File: config.mk
export PLATFORM = sky130hd
export DESIGN_NAME = llc_softstart_sequencer
export DESIGN_NICKNAME = d
export VERILOG_FILES = /design/src/rtl/llc_softstart_sequencer.sv
export SDC_FILE = /design/constraint.sdc
export NUM_CORES = 1
export LEC_CHECK = 0
export ABC_CLOCK_PERIOD_IN_PS = 7100
export BUFFER_PORTS_ARGS = -buffer_cell sky130_fd_sc_hd__buf_2
export CORE_UTILIZATION = 50
export CTS_CLUSTER_SIZE = 30
export DETAILED_ROUTE_END_ITERATION = 8
export GPL_TIMING_DRIVEN = 0
export PLACE_DENSITY = 0.79
export SYNTH_ARGS = -nofsm -noshare
export SYNTH_HDL_FRONTEND = slang
export SYNTH_SLANG_ARGS = --single-unit
File: constraint.sdc
create_clock -name i_clock -period 7.1 [get_ports i_clock]
set_clock_uncertainty 0.15 [all_clocks]
set_input_delay 0.71 -clock i_clock [delete_from_list [all_inputs] [get_ports i_clock]]
set_output_delay 0.71 -clock i_clock [all_outputs]
set_load 0.05 [all_outputs]
File: src/rtl/llc_softstart_sequencer.sv
// llc_softstart_sequencer
// Start-up and protection sequencer for the LLC half-bridge hybrid controller.
// Sequence: IDLE -> PRECHARGE (gates off) -> RAMP (slew-limited phi toward the
// operator target) -> RUN (phi tracks the target at the same slew). Shoot-through,
// filtered overcurrent and filtered ADC over-range latch FAULT. The fault clears
// only after enable is dropped and a COOLDOWN interval expires.
//
// Ports:
//   i_clock       system clock
//   i_RESET       asynchronous active-low reset
//   i_enable      debounced converter enable
//   i_phi_target  unsigned operator phi target (centiradians)
//   i_iC          signed resonant current sample
//   i_alert_n     shoot-through flag, active low
//   i_adc_or      ADC out-of-range flag
//   o_phi32       phi command to the control law
//   o_gate_en     MOSFET gate enable
//   o_state       IDLE=0 PRECHARGE=1 RAMP=2 RUN=3 FAULT=4 COOLDOWN=5
//   o_fault       latched fault indicator
//   o_fault_code  0 none, 1 overcurrent, 2 shoot-through, 3 ADC over-range
module llc_softstart_sequencer #(
    parameter logic [31:0] PHI_START        = 32'd10,
    parameter logic [31:0] PHI_STEP         = 32'd1,
    parameter int          RAMP_DIV         = 100000,
    parameter int          PRECHARGE_CYCLES = 1000,
    parameter logic [13:0] I_LIMIT          = 14'd6000,
    parameter int          FAULT_FILTER     = 4,
    parameter int          COOLDOWN_CYCLES  = 100000
) (
    input  logic        i_clock,
    input  logic        i_RESET,
    input  logic        i_enable,
    input  logic [31:0] i_phi_target,
    input  logic [13:0] i_iC,
    input  logic        i_alert_n,
    input  logic        i_adc_or,
    output logic [31:0] o_phi32,
    output logic        o_gate_en,
    output logic [2:0]  o_state,
    output logic        o_fault,
    output logic [1:0]  o_fault_code
);

    typedef enum logic [2:0] {
        S_IDLE      = 3'd0,
        S_PRECHARGE = 3'd1,
        S_RAMP      = 3'd2,
        S_RUN       = 3'd3,
        S_FAULT     = 3'd4,
        S_COOLDOWN  = 3'd5
    } state_t;

    // One shared cycle counter serves precharge, ramp ticks and cooldown,
    // so it is sized for the longest of the three intervals.
    localparam int MAX_AB = (RAMP_DIV > PRECHARGE_CYCLES) ? RAMP_DIV : PRECHARGE_CYCLES;
    localparam int MAX_CYC = (MAX_AB > COOLDOWN_CYCLES) ? MAX_AB : COOLDOWN_CYCLES;
    localparam int CNT_W = $clog2(MAX_CYC + 1);
    localparam int FLT_W = $clog2(FAULT_FILTER + 1);

    localparam logic [CNT_W-1:0] PRE_LAST  = CNT_W'(PRECHARGE_CYCLES - 1);
    localparam logic [CNT_W-1:0] TICK_LAST = CNT_W'(RAMP_DIV - 1);
    localparam logic [CNT_W-1:0] COOL_LAST = CNT_W'(COOLDOWN_CYCLES - 1);
    localparam logic [FLT_W-1:0] FLT_LAST  = FLT_W'(FAULT_FILTER - 1);

    state_t            state_q, state_d;
    logic [CNT_W-1:0]  cnt_q, cnt_d;
    logic [FLT_W-1:0]  oc_cnt_q, oc_cnt_d;
    logic [FLT_W-1:0]  or_cnt_q, or_cnt_d;
    logic [31:0]       phi_q, phi_d;
    logic [1:0]        code_q, code_d;
    logic              gate_q, gate_d;
    logic              fault_q, fault_d;

    logic [13:0]       ic_mag;
    logic              active, tick, oc_hit, st_fault, oc_fault, or_fault;
    logic [32:0]       ramp_sum, diff;
    logic [31:0]       diff_mag;

    // |iC| with -8192 saturating to 8191 so the magnitude stays in 14 bits.
    always_comb begin
        if (i_iC[13]) begin
            ic_mag = (i_iC == 14'h2000) ? 14'h1FFF : (~i_iC + 14'd1);
        end else begin
            ic_mag = i_iC;
        end
    end

    // Phi arithmetic is done in 33 bits so steps near the 32-bit limits
    // neither wrap nor overshoot the target.
    assign ramp_sum = {1'b0, phi_q} + {1'b0, PHI_STEP};
    assign diff     = {1'b0, i_phi_target} - {1'b0, phi_q};
    assign diff_mag = diff[32] ? (~diff[31:0] + 32'd1) : diff[31:0];

    assign active   = (state_q == S_PRECHARGE) || (state_q == S_RAMP) || (state_q == S_RUN);
    assign tick     = (cnt_q == TICK_LAST);
    assign oc_hit   = (ic_mag > I_LIMIT);
    assign st_fault = active && !i_alert_n;
    assign oc_fault = active && oc_hit && (oc_cnt_q == FLT_LAST);
    assign or_fault = active && i_adc_or && (or_cnt_q == FLT_LAST);

    always_comb begin
        state_d  = state_q;
        cnt_d    = cnt_q;
        phi_d    = phi_q;
        code_d   = code_q;
        oc_cnt_d = '0;
        or_cnt_d = '0;

        // Filters only run while the converter is being driven.
        if (active) begin
            oc_cnt_d = oc_hit   ? (oc_cnt_q + FLT_W'(1)) : '0;
            or_cnt_d = i_adc_or ? (or_cnt_q + FLT_W'(1)) : '0;
        end

        case (state_q)
            S_IDLE: begin
                phi_d = PHI_START;
                cnt_d = '0;
                if (i_enable) begin
                    state_d = S_PRECHARGE;
                end
            end
            S_PRECHARGE: begin
                if (cnt_q == PRE_LAST) begin
                    state_d = S_RAMP;
                    cnt_d   = '0;
                end else begin
                    cnt_d = cnt_q + CNT_W'(1);
                end
            end
            S_RAMP: begin
                if (tick) begin
                    cnt_d = '0;
                    // Target at or below the next step (including targets
                    // below PHI_START) lands exactly on the target.
                    if ({1'b0, i_phi_target} <= ramp_sum) begin
                        phi_d   = i_phi_target;
                        state_d = S_RUN;
                    end else begin
                        phi_d = ramp_sum[31:0];
                    end
                end else begin
                    cnt_d = cnt_q + CNT_W'(1);
                end
            end
            S_RUN: begin
                if (tick) begin
                    cnt_d = '0;
                    if (diff_mag > PHI_STEP) begin
                        phi_d = diff[32] ? (phi_q - PHI_STEP) : (phi_q + PHI_STEP);
                    end else begin
                        phi_d = i_phi_target;
                    end
                end else begin
                    cnt_d = cnt_q + CNT_W'(1);
                end
            end
            S_FAULT: begin
                phi_d = PHI_START;
                cnt_d = '0;
                if (!i_enable) begin
                    state_d = S_COOLDOWN;
                end
            end
            S_COOLDOWN: begin
                if (cnt_q == COOL_LAST) begin
                    state_d = S_IDLE;
                    cnt_d   = '0;
                    code_d  = 2'd0;
                end else begin
                    cnt_d = cnt_q + CNT_W'(1);
                end
            end
            default: begin
                state_d = S_IDLE;
                phi_d   = PHI_START;
                cnt_d   = '0;
                code_d  = 2'd0;
            end
        endcase

        // Operator abort: back to IDLE without a fault.
        if (active && !i_enable) begin
            state_d  = S_IDLE;
            phi_d    = PHI_START;
            cnt_d    = '0;
            oc_cnt_d = '0;
            or_cnt_d = '0;
        end

        // Faults override both the abort and normal sequencing.
        if (st_fault || oc_fault || or_fault) begin
            state_d  = S_FAULT;
            phi_d    = PHI_START;
            cnt_d    = '0;
            oc_cnt_d = '0;
            or_cnt_d = '0;
            if (st_fault) begin
                code_d = 2'd2;
            end else if (oc_fault) begin
                code_d = 2'd1;
            end else begin
                code_d = 2'd3;
            end
        end

        gate_d  = (state_d == S_RAMP) || (state_d == S_RUN);
        fault_d = (state_d == S_FAULT) || (state_d == S_COOLDOWN);
    end

    always_ff @(posedge i_clock or negedge i_RESET) begin
        if (!i_RESET) begin
            state_q  <= S_IDLE;
            cnt_q    <= '0;
            oc_cnt_q <= '0;
            or_cnt_q <= '0;
            phi_q    <= PHI_START;
            code_q   <= 2'd0;
            gate_q   <= 1'b0;
            fault_q  <= 1'b0;
        end else begin
            state_q  <= state_d;
            cnt_q    <= cnt_d;
            oc_cnt_q <= oc_cnt_d;
            or_cnt_q <= or_cnt_d;
            phi_q    <= phi_d;
            code_q   <= code_d;
            gate_q   <= gate_d;
            fault_q  <= fault_d;
        end
    end

    assign o_phi32      = phi_q;
    assign o_gate_en    = gate_q;
    assign o_state      = state_q;
    assign o_fault      = fault_q;
    assign o_fault_code = code_q;

endmodule

======== Yosys cells after proc, flatten, opt, wreduce, memory -nomap -nowiden ========
Cells that the tools add are included.
storage, ports and cells
  bits in registers ....................... 62
  input bits .............................. 51
  output and inout bits ................... 39
  logic and storage cells ................. 99
operators by class
  add/sub/neg operators ................... 9
  $lt $le $gt $ge ......................... 3
  eq/ne operators ......................... 19
  muxes and demuxes ....................... 38
  bitwise operators ....................... 2
  reductions and logical operators ........ 20
operator list
  operator                 count
  $mux W32                 8
  $pmux W32 S3             1
  $mux W17                 4
  $add A32 B1 Y32 const B  2
  $mux W3                  16
  $pmux W17 S2             1
  $add A32 B1 Y33 const B  1
  $le A32 B33 Y1           1
  $sub A32 B32 Y33         1
  $gt A32 B1 Y1 const B    1
  $not A32 Y32             1
  $sub A32 B1 Y32 const B  1
  $mux W14                 2
  $eq A3 B2 Y1 const B     6
  $pmux W3 S6              1
  $add A17 B1 Y17 const B  1
  $eq A17 B10 Y1 const B   1
  $eq A17 B17 Y1 const B   1
  $add A14 B1 Y14 const B  1
  $eq A14 B14 Y1 const B   1
  $gt A14 B13 Y1 const B   1
  $not A14 Y14             1
  $eq A3 B3 Y1 const B     4
  $mux W2                  4
  other kinds (16)         29

======== Longest topological paths before layout ========
  word-level depth ........................ 12
  mapped depth ............................ 28
  mapped depth without buffers ............ 25

======== Least setup slack after synthesis ========
OpenSTA, ideal clock, no wires.
  kind .................................... reg2reg
  start ................................... register phi_q[10], in the netlist o_phi32[10]
  end ..................................... register phi_q[30], in the netlist o_phi32[30]
  setup time .............................. 0.078 ns
  data arrival time ....................... 6.626 ns
  required time ........................... 6.872 ns
  path slack .............................. 0.247 ns
  stages on the path, launching flop included .. 28
  path buffers ............................ 3
  cells stage by stage .................... dfrtp_1 > clkbuf_1 > inv_1 > ha_1 > buf_2 > o21a_1 > o211ai_1 > a211oi_2 > or3_1 > a21oi_1 > o31ai_2 > inv_1 > clkbuf_1 > fa_1 > a21o_1 > a211o_1 > a21oi_1 > a211o_1 > a2111oi_0 > o21ai_0 > a31oi_1 > nor4_1 > o31ai_1 > nor4_1 > nor3_1 > xor2_1 > nand2_1 > a21oi_1
on the way
  longest elaborated chain between the ends .. 10
ends and longest elaborated chain
  element                   line  RTL
  start: declaration        69    logic [31:0] phi_q, phi_d;
  start signal: assignment  226   phi_q <= phi_d;
  $sub A32 B32 Y33          91    assign diff = {1'b0, i_phi_target} - {1'b0, phi_q};
  $not A32 Y32              92    assign diff_mag = diff[32] ? (~diff[31:0] + 32'd1) : diff[31:0];
  $add A32 B1 Y32           92
  $mux W32                  92
  $gt A32 B1 Y1             149   if (diff_mag > PHI_STEP) begin
  $mux W32                  149
  $mux W32                  147   if (tick) begin
  $pmux W32 S3 (*)          115   case (state_q)
  $mux W32 (*)              183   if (active && !i_enable) begin
  $mux W32 (*)              192   if (st_fault || oc_fault || or_fault) begin
Every way passes the cells marked *; elsewhere a longest branch is shown, timed or not. The select of a mux whose other input is x is not followed.
A chain may end at the register's enable or synchronous reset.

======== Worst setup path in the final report ========
  start ................................... register phi_q[0], in the netlist o_phi32[0]
  end ..................................... register phi_q[27], in the netlist o_phi32[27]
The elaborated chain is that of the path after synthesis.

==> out/results.tsv <==
stage	metric	value	unit
outcome	status	finished, final reports clean	
global_routing	pin count of the biggest net entering global routing	63	
clocking	clk_lat worst skew	0.34	ns
placed_design	placer congestion estimate	0.954	
route	vias post-DR	11600	
worst_setup_path	critical path's largest stage delay	0.67	ns
clocking	H-tree Lvls	3	
route	Via-to-Cell Ratio	6.48	
logic_synthesis	Seq/Total Area, Yosys	14.8	%
timing	Max Slew Vio Count	0	
power	Net Switching	2390	uW
final_layout	Area growth, synth to finish	11.3	%
final_layout	most frequent cells in the layout	nor2_1 (130), a21oi_1 (108), nand2_1 (107)	
logic_synthesis	synthesis-stage register bit count	62	
logic_synthesis	synthesized net count	1574	
die	Initial Util	51.5	%
die	Core Footprint	0.0204	sq mm
logic_synthesis	Post-Synthesis Cells	1419	
worst_setup_path	highest net fanout along the worst path	10	
power	Clock Power Share	10.8	%
worst_setup_path	Critical Path End Type	flop	
worst_setup_path	Critical Path, Cell by Cell	inv_1 > nor3_1 > and2_1 > and3_1 > clkbuf_1 > nand2_1 > nor2_1 > nand2_1 > nor2_1 > nand3_1 > xnor2_1 > ha_1 > a21o_1 > a21oi_1 > nor2_1 > a211oi_1 > a2bb2oi_1 > a31o_2 > nor3b_2 > clkbuf_1 > nand2_1 > o211ai_1 > o21ai_0 > o22ai_1	
power	static leakage power	0.00470	uW
timing	setup ws final	0.346	ns
clocking	clock slew at reported path FFs	0.06	ns
placed_design	port buffer count	89	
die	Die X	147	um
power	Switching Fraction	55.9	%
logic_synthesis	Ys Warns	0	
final_layout	antenna fix cells	0	
global_routing	vias in the first global route	11000	
clocking	Num CTS Buffers	9	
clocking	Num Clock Sinks	62	
route	drt pass-1 iters	6	
logic_synthesis	asr flop ratio synth	100	%
final_layout	Nets	1676	
final_layout	register area	0.00155	sq mm
worst_setup_path	CP required	7.20	ns
die	IO Pins	90	
worst_setup_path	Slowest-stage cell, CP	nor3b_2	
route	WL/cell	19.0	um
worst_setup_path	R2R cell count	24	
logic_synthesis	Avg Cell Area, Syn	7.39	sq um
route	Total Routed Length	34100	um
global_routing	total global routing overflow	0	
final_layout	fillers	1876	
timing	Setup TNS	0	ns
route	first-iteration detailed-routing DRC count	1202	
worst_setup_path	Setup Crit Path Kind	flop to flop	
power	Seq pwr share	12.3	%
hold_path	hold crit path type	flop to flop	
timing	f_max	0.148	GHz
power	Peak VDD IR	0.000281	V
power	Pint	1880	uW
hold_path	WHS Path Cells	1	
logic_synthesis	main flop type after synthesis	dfrtp_1	
logic_synthesis	Netlist cell types	103	
clocking	root buffer cell	clkbuf_16	
global_routing	total global routing track utilization	31.2	%
power	Logic pwr share	76.9	%
placed_design	Place WS	-0.974	ns
power	power density cells	366	mW/mm^2
die	full die area	0.0216	sq mm
timing	Slew headroom	21.2	%
timing	fin crit period	6.75	ns
clocking	Longest Clk Path Bufs	2	
timing	final period utilization	95.1	%
die	Rows	52	
logic_synthesis	Post-synth EDFFs	0	
global_routing	initial antenna violation count	0	
worst_setup_path	Critical Path Source Type	flop	
final_layout	commonest non-fill, non-tap cell in the layout	nor2_1	
route	# DRC	0	
timing	Tightest Pin Transition	1.17	ns
job	Max-Cap Viols	0	
placed_design	DP HPWL	27300	um
final_layout	area of the multi-input gates	0.00844	sq mm
final_layout	ratio of cells with drive above 1 in the final layout	11.7	%
route	Post-DRT Antenna Nets	0	
die	height of the die	147	um
logic_synthesis	Post-Synthesis Cell Area	0.0105	sq mm
clocking	CTS tree	yes	
global_routing	first-pass GRT wire length	55200	um
timing	Final Hold Fails	0	
timing	RSZ-0062 raised after global routing	false	
worst_setup_path	WP data arrival	6.86	ns
timing	# setup viols final	0	
worst paths after layout:
path	from	to	slack, ns
worst max-delay path	o_phi32[0]	o_phi32[27]	0.35
worst min-delay path	or_cnt_q[0]	or_cnt_q[0]	0.28
worst max register to register	o_phi32[0]	o_phi32[27]	0.35
worst min register to register	or_cnt_q[0]	or_cnt_q[0]	0.28
max in group asynchronous	i_RESET	cnt_q[1]	5.93
min in group asynchronous	i_RESET	o_phi32[28]	0.31
metal layers:
metal  part of all wire [%]  vias to the layer above  global-route usage, %
met3                    7.2                      108                   2.73
met4                    4.2                        0                   14.0
met1                     42                     5389                   40.0
li1                       -                     5592                      -
met2                     47                      556                   53.3
met5                      0                        -                      0
registers in the layout (all words and copies together) (netlist names):
name and cells:
cnt_q 17, o_state 3, o_fault_code 2, o_phi32 32
oc_cnt_q 3, o_fault 1, or_cnt_q 3, o_gate_en 1
metrics by stage:
step,instances,hold slack (ns),power (uW),cell area [sq um],util [%]
after floorplan,1419,0.258,2940,10500,-
after global placement,1778,0.271,3610,11300,55.3
after detailed placement,1779,0.279,3700,11300,55.4
after CTS,1796,0.286,4180,11600,57.1
after global routing,1796,0.299,4590,11700,57.3
final,1796,0.284,4270,11700,57.3
worst max-delay path, delay by kind of cell, from the launching register on:
kind / cells / cell delay (ns)
and+or+nand+nor: 11 / 3.03
AOI/OAI and AO/OA: 8 / 1.33
buffers and inverters: 3 / 0.95
DFF: 1 / 0.59
adders and majority gates: 1 / 0.32
xor gates and xnor gates: 1 / 0.30
cells in the mapped netlist, drive strengths merged, types with 9 or more instances:
cell type  instances  area, sq um
nand2            107          402
and3              18          113
buf               20          119
o21a              15          113
a21oi            111          563
or3               17          113
mux2i             32          320
nor2b             12         75.1
o31ai             14          115
xnor2             68          614
or4               13          101
a31oi             18          113
ha               102         1280
nand4             29          196
o22ai             22          138
o21bai            10         78.8
and2              11         68.8
nor3              50          267
dfrtp             60         1500
and4               9         80.1
xor2              25          219
nand2b            18          113
nor2             131          494
inv               67          251
a21o              43          325
a211oi            18          145
o211ai            30          225
o21ai             91          459
nor4              17          128
clkbuf            46          183
nand3             59          295
power groups by stage:
stage / sequential [uW] / clock [uW] / combinational [uW]
after floorplan: 698 / 0 / 2240
after global placement: 522 / 0 / 3090
after detailed placement: 524 / 0 / 3170
after CTS: 518 / 460 / 3200
after global routing: 531 / 474 / 3580
final: 526 / 460 / 3290
cell families after synthesis:
family,after synthesis,share of synthesized area [%]
buffers and inverters,133,5.27
muxes,32,3.05
DFF,62,14.8
AOI/OAI and AO/OA,472,30.5
xor gates and xnor gates,93,7.95
adders and majority gates,104,12.6
and+or+nand+nor,523,25.8
final cells by class:
cell class	count	share of cell area, %
plain buffers	66	2.62
clock buffers	10	2.05
clock inverters	6	0.600
inverters	67	2.15
multi-input cells	1224	72.3
flip-flops and latches	62	13.3
well taps	270	2.89
repair buffers	91	4.07
repair_timing:
action                     in CTS  in global routing
buffers inserted                1                  0
cloned                          0                  0
setup endpoints to repair       8                 26
hold buffers                    0                  0
pin swaps                       1                  3
gates resized for setup         4                  8
Power figures use the tool's default switching activity.
